==> src/rtl/axi_slice_pkg.sv <==
// Shared types for the AXI-stream skid slice: per-stage occupancy state.
package axi_slice_pkg;

    typedef enum logic [1:0] {
        ST_EMPTY = 2'd0,
        ST_ONE   = 2'd1,
        ST_TWO   = 2'd2
    } skid_state_e;

endpackage

==> src/rtl/axi_skid_stage.sv <==
// One skid stage: main + skid register, fully registered valid/ready.
module axi_skid_stage
    import axi_slice_pkg::*;
#(
    parameter int W = 33
) (
    input  logic         clk,
    input  logic         resetn,
    input  logic         flush,
    input  logic         in_valid,
    output logic         in_ready,
    input  logic [W-1:0] in_data,
    output logic         out_valid,
    input  logic         out_ready,
    output logic [W-1:0] out_data
);

    skid_state_e  state_q, state_d;
    logic [W-1:0] main_q, skid_q;
    logic         ready_q;
    logic         in_xfer, out_xfer;

    // A beat offered while flushing is dropped, so it never counts as a transfer.
    assign in_xfer  = in_valid && ready_q && !flush;
    assign out_xfer = (state_q != ST_EMPTY) && out_ready;

    always_ff @(posedge clk) begin
        if (!resetn) begin
            state_q <= ST_EMPTY;
            ready_q <= 1'b0;
        end else begin
            state_q <= state_d;
            ready_q <= (state_d != ST_TWO);
        end
    end

    always_comb begin
        state_d = state_q;
        if (flush) begin
            state_d = ST_EMPTY;
        end else begin
            case (state_q)
                ST_EMPTY: if (in_xfer) state_d = ST_ONE;
                ST_ONE: begin
                    if (in_xfer && !out_xfer)      state_d = ST_TWO;
                    else if (!in_xfer && out_xfer) state_d = ST_EMPTY;
                end
                ST_TWO:   if (out_xfer) state_d = ST_ONE;
                default:  state_d = ST_EMPTY;
            endcase
        end
    end

    always_ff @(posedge clk) begin
        if (!resetn) begin
            main_q <= '0;
            skid_q <= '0;
        end else if (!flush) begin
            case (state_q)
                ST_EMPTY: if (in_xfer) main_q <= in_data;
                ST_ONE: begin
                    if (in_xfer && out_xfer) main_q <= in_data;
                    else if (in_xfer)        skid_q <= in_data;
                end
                ST_TWO:   if (out_xfer) main_q <= skid_q;
                default: ;
            endcase
        end
    end

    always_comb begin
        in_ready  = ready_q;
        out_valid = (state_q != ST_EMPTY);
        out_data  = main_q;
    end

endmodule

==> src/rtl/axi_skid_pipeline.sv <==
// Cascade of DEPTH skid stages carrying {last,data}, with a single occupancy counter.
module axi_skid_pipeline
    import axi_slice_pkg::*;
#(
    parameter int DATA_WIDTH = 32,
    parameter int DEPTH      = 2,
    parameter int CNT_W      = $clog2(2*DEPTH+1)
) (
    input  logic                  clk,
    input  logic                  resetn,
    input  logic                  flush,
    input  logic                  s_axi_valid,
    output logic                  s_axi_ready,
    input  logic [DATA_WIDTH-1:0] s_axi_data,
    input  logic                  s_axi_last,
    output logic                  m_axi_valid,
    input  logic                  m_axi_ready,
    output logic [DATA_WIDTH-1:0] m_axi_data,
    output logic                  m_axi_last,
    output logic [CNT_W-1:0]      occupancy
);

    localparam int PW = DATA_WIDTH + 1;

    logic [DEPTH:0][PW-1:0] chain_data;
    logic [DEPTH:0]         chain_valid;
    logic [DEPTH:0]         chain_ready;
    logic                   in_xfer, out_xfer;
    logic [CNT_W-1:0]       occ_q;

    assign chain_valid[0]            = s_axi_valid;
    assign chain_data[0]             = {s_axi_last, s_axi_data};
    assign s_axi_ready               = chain_ready[0];
    assign m_axi_valid               = chain_valid[DEPTH];
    assign chain_ready[DEPTH]        = m_axi_ready;
    assign {m_axi_last, m_axi_data}  = chain_data[DEPTH];

    for (genvar g = 0; g < DEPTH; g++) begin : g_stage
        axi_skid_stage #(.W(PW)) u_stage (
            .clk       (clk),
            .resetn    (resetn),
            .flush     (flush),
            .in_valid  (chain_valid[g]),
            .in_ready  (chain_ready[g]),
            .in_data   (chain_data[g]),
            .out_valid (chain_valid[g+1]),
            .out_ready (chain_ready[g+1]),
            .out_data  (chain_data[g+1])
        );
    end

    assign in_xfer  = s_axi_valid && s_axi_ready && !flush;
    assign out_xfer = m_axi_valid && m_axi_ready;

    // Bounded by stage capacity: in_xfer is impossible at 2*DEPTH, out_xfer at 0.
    always_ff @(posedge clk) begin
        if (!resetn || flush) begin
            occ_q <= '0;
        end else begin
            case ({in_xfer, out_xfer})
                2'b10:   occ_q <= occ_q + CNT_W'(1);
                2'b01:   occ_q <= occ_q - CNT_W'(1);
                default: ;
            endcase
        end
    end

    assign occupancy = occ_q;

endmodule

==> config.mk <==
export PLATFORM = sky130hd
export DESIGN_NAME = axi_skid_pipeline
export DESIGN_NICKNAME = d
export VERILOG_FILES = /design/src/rtl/axi_slice_pkg.sv /design/src/rtl/axi_skid_stage.sv /design/src/rtl/axi_skid_pipeline.sv
export SDC_FILE = /design/constraint.sdc
export NUM_CORES = 1
export LEC_CHECK = 0
export CAP_MARGIN = 20
export CORE_MARGIN = 3
export CORE_UTILIZATION = 32
export CTS_CLUSTER_DIAMETER = 120
export DETAILED_ROUTE_END_ITERATION = 8
export GPL_TIMING_DRIVEN = 0
export PLACE_DENSITY_LB_ADDON = 0.15
export SLEW_MARGIN = 5
export SYNTH_ARGS = -nofsm -noshare
export SYNTH_HDL_FRONTEND = slang
export SYNTH_SLANG_ARGS = --single-unit
==> constraint.sdc <==
create_clock -name clk -period 2.9 [get_ports clk]
set_input_delay 0.87 -clock clk [delete_from_list [all_inputs] [get_ports clk]]
set_output_delay 0.87 -clock clk [all_outputs]
set_load 0.01 [all_outputs]
[Yosys cells after proc, flatten, opt, wreduce, memory -nomap -nowiden]
Cells that the tools add are included.
Storage, ports and cells
  flip-flop bits (word level): 141
  input port bits: 38
  logic and storage cells: 78
Cells by class
  $add $sub $neg: 2
  equal/unequal tests: 14
  mux-type cells: 21
  bitwise logic cells: 3
  reduce and logical (&&, ||, !) cells: 29
Operator list (count)
  2-to-1 mux 33 bit: 6
  one-hot mux 33 bit (3 select lines): 2
  2-to-1 mux 2 bit: 10
  != test 2 x 1 -> 1 bit, second input constant: 6
  one-hot mux 2 bit (3 select lines): 2
  logical AND 1 bit: 11
  AND reduction 5 bit: 2
  AND reduction 4 bit: 2
  == test 2 x 1 -> 1 bit, second input constant: 3
  == test 2 bit, second input constant: 3
  logical NOT 1 bit: 6
  one-hot mux 3 bit (2 select lines): 1
  nonzero test 2 bit: 3
  nonzero test 3 bit: 2
  logical NOT 2 bit: 2
  != test 2 bit, second input constant: 2
  adder 3 x 1 -> 3 bit, second input constant: 1
  NOT 1 bit: 3
  subtractor 3 x 1 -> 3 bit, second input constant: 1
  logical OR 1 bit: 1

[Longest topological paths before layout]
  word-level depth: 10
  mapped depth: 9
  depth with buffers taken out: 8

[Hierarchy]
A second synthesis with hierarchy kept.
Unflattened totals
  cell total of the unflattened synthesis: 637
  area, all modules: 5695.5 um^2
Modules (own cells, without submodules)
  axi_skid_stage: instances 2, cells an instance 310, area an instance 2766.4 um^2, sequential area each 1381.3 um^2
  axi_skid_pipeline: instances 1, cells an instance 17, area an instance 162.7 um^2, sequential area each 60.1 um^2

[Least setup slack after synthesis]
OpenSTA, ideal clock, no wires.
  path kind: input-to-reg
  start: input port flush
  end: register occ_q[2] (netlist: occupancy[2])
  library setup time: 0.070 ns
  data arrival time: 2.227 ns
  slack: 0.603 ns
  cell stages on the path: 8
  buffers on the path: 1
  cell sequence: buf_6 > or2_2 > ha_1 > inv_1 > fa_1 > xor2_1 > or3_1 > a21oi_1
On the way
  longest elaborated chain between the ends: 4
Ends and longest elaborated chain
  from (decl): RTL line axi_skid_pipeline.sv:11  | input logic flush,
  logical NOT 1 bit: RTL line axi_skid_pipeline.sv:52  | assign in_xfer = s_axi_valid && s_axi_ready && !flush;
  logical AND 1 bit: RTL line axi_skid_pipeline.sv:52
  == test 2 x 1 -> 1 bit or == test 2 bit (tied branches): RTL line axi_skid_pipeline.sv:60  | case ({in_xfer, out_xfer})
  one-hot mux 3 bit (2 select lines) or nonzero test 2 bit (tied branches)
  to (signal assigned): RTL line axi_skid_pipeline.sv:61  | 2'b10: occ_q <= occ_q + CNT_W'(1);
  to (signal assigned): RTL line axi_skid_pipeline.sv:62  | 2'b01: occ_q <= occ_q - CNT_W'(1);
  to (decl): RTL line axi_skid_pipeline.sv:29  | logic [CNT_W-1:0] occ_q;
Parallel ways exist; a longest one is shown, timed or not.
A chain may end at the register's enable or synchronous reset.

[Worst setup path in the final report]
  start: register g_stage[1].u_stage.state_q[1]
  end: output port m_axi_valid
On the way
  longest elaborated chain between the ends: 1
Ends and longest elaborated chain
  from (decl): RTL line axi_skid_stage.sv:18  | skid_state_e state_q, state_d;
  from (signal assigned): RTL line axi_skid_stage.sv:32  | state_q <= state_d;
  nonzero test 2 bit: RTL line axi_skid_stage.sv:73  | out_valid = (state_q != ST_EMPTY);
  to (decl): RTL line axi_skid_pipeline.sv:16  | output logic m_axi_valid,
No other way between the ends.

==> results_dict.tcl <==
set metrics [dict create \
    ant_nets 0 \
    fp.dieArea_mm2 0.0207 \
    rows 49 \
    grt_pass1_wl_um 24100 \
    cp_slowest_cell "clkdlybuf4s50_1" \
    dp_hpwl_um 11300 \
    setup.worst_path.start_class "register" \
    whs_path_depth 2 \
    htreeDepth 4 \
    finClkSkew_ns 0.00640 \
    diodes 0 \
    wl_met3_um 589 \
    cts_resized 0 \
    cp-end-kind "output pin" \
    top_layer_used "met4" \
    hold_buffers 0 \
    crit_chain "or2_1 -> clkbuf_1 -> clkdlybuf4s50_1" \
    final_common_cell "dfxtp_1" \
    leakage_uw 0.00348 \
    via_count 4912 \
    ys_ff_latch 141 \
    cts_buffers 17 \
    final_cell_mix "dfxtp_1, nand2_1, clkdlybuf4s50_1" \
    antenna_found_initial 0 \
    worst-path-stages 3 \
    fin_nets 809 \
    placed_cell_area_mm2 0.00711 \
    period_share_pct 89.9 \
    cts.sink_count 141 \
    ir_drop_mv 0.435 \
    worst_pin_slew_ns 0.612 \
    layout_setup_ws_ns 0.292 \
    finalCriticalPeriod_ns 2.61 \
    syn_area_per_cell_um2 9.00 \
    drc 0 \
    first_global_vias 4726 \
    wl_met1_um 7180 \
    grt_use_total_pct 14.9 \
    fp.dieW_um 144 \
    worst_skew_pair.late_latency_ns 0.42 \
    timing.max_slew.rel_slack_pct 59.2 \
    yosysWarnings 0 \
    crit_family "buffers and inverters" \
    core_mm2 0.0183 \
    required_ns 2.03 \
    clk_pin_slew_ns 0.05 \
    max_stage_delay_ns 0.59 \
    drt_wl_total_um 15100 \
    fin_area_mm2 0.00763 \
    routed-wl-met2_um 7080 \
    start_util_pct 33.2 \
    status "finished, final reports clean" \
    holdWs_ns 0.452 \
    syn_inst 677 \
    cts_tree "yes" \
    drive_gt1_share_pct 12.4 \
    final_max_slew_viol_count 0 \
    rsz0062_at_grt "false" \
    critPathBufInv 2 \
    synthDistinctLibCells 36 \
    post-route-util_pct 41.6 \
    synth_edf_count 0 \
    area_growth_pct 25.2 \
    grt_max_degree 17 \
    power.density_mw_per_mm2 547 \
    drt-initial-drc-count 265 \
    grt_overflow 0 \
    crit_type "reg -> out" \
    post_synth_instance_area_mm2 0.00609 \
    numPortBuffers 73 \
    final_hold_viol_count 0 \
    max_cap_viol_count 0 \
    cts_setup_buffers 0 \
    hold_path_class "reg -> reg" \
    cts_root_buffer "clkbuf_16" \
    dr.pass1.iters 7 \
    pre_cts_ws_ns -0.0625 \
    routedWlPerCell_um 14.9 \
    async_reset_ff_share_pct 0 \
    ys.flop_type "dfxtp_1" \
    setup_viol 0 \
    fmax_mhz 383 \
    finalNonFillerCells 1010 \
    reg2reg_depth 9 \
    cp_max_fo 6 \
    yosysSeqAreaShare_pct 46.3 \
    clockBufferDepth 2 \
    ios 76 \
    cp_data_arrival_time_ns 1.74 \
    syn-num-nets 717 \
    vias_per_cell 4.86 \
    place.gp.congestion 0.769 \
    dp.cells 979 \
    die_y_um 144 \
]
[report_power, final]
part / switching (uW) / internal, uW
clock: 772 / 1140
sequential: 27.7 / 1970
combinational: 136 / 121
total: 935 / 3240
[path summary, 6_finish.rpt]
check	startpoint	to	slack [ns]
setup / recovery	g_stage[1].u_stage.state_q[1]	m_axi_valid	0.29
hold / removal	g_stage[0].u_stage.skid_q[29]	g_stage[0].u_stage.skid_q[29]	0.45
setup reg to reg	g_stage[1].u_stage.state_q[1]	occupancy[2]	0.65
hold reg to reg	g_stage[0].u_stage.skid_q[29]	g_stage[0].u_stage.skid_q[29]	0.45
[worst min-delay path, delay by kind of cell, from the launching register on]
family	cells	cell delay (ns)
AO/OA/AOI/OAI	1	0.05
AND/OR/NAND/NOR	1	0.05
flip-flops	1	0.30
[Yosys cell counts, types with 3 or more instances]
library cell	instances	share of area, %
dfxtp_1	141	46
nor2_1	40	2.5
a211oi_1	34	4.2
inv_1	4	0.25
nand2_1	134	8.3
nand3_1	33	2.7
nand2b_1	4	0.41
a21oi_1	69	5.7
or3_1	3	0.31
clkbuf_1	28	1.7
mux2i_1	67	11
and2_1	4	0.41
o211a_1	33	5.4
buf_2	19	1.6
buf_6	4	0.74
buf_4	37	4.6
[sequential cells by signal, summed over array words and instances, names as in the netlist]
name                      count
g_stage.u_stage.in_ready      2
g_stage.u_stage.out_data     66
g_stage.u_stage.skid_q       66
g_stage.u_stage.state_q       4
occupancy                     3
[final cells by class]
class	count	area [um^2]
Fill cell	1812	10700
Sequential cell	141	2820
Multi-Input combinational cell	444	2730
Timing Repair Buffer	73	731
Buffer	88	523
Clock buffer	23	478
Tap cell	229	287
Clock inverter	8	42.5
Inverter	4	15.0
[routing by layer]
| metal | up-vias | GRT usage (%) |
|---|---|---|
| met3 | 14 | 3.53 |
| li1 | 2485 | - |
| met2 | 95 | 24.0 |
| met4 | 0 | 5.40 |
| met5 | - | 0 |
| met1 | 2318 | 19.5 |
[kinds of logic after synthesis]
kind of cell    synth area share, %
buf+inv                        8.83
flops                          46.3
simple gates                   16.3
fa+ha+maj                     0.534
xor+xnor                      0.288
mux                            11.0
compound gates                 16.7
[through the flow]
stage          TNS, ns  power, uW
2_1_floorplan        0       2180
5_1_grt              0       4340
4_1_cts              0       4230
3_3_place_gp         0       2300
3_5_place_dp   -0.0650       2300
6_report             0       4170
Power figures use the tool's default switching activity.
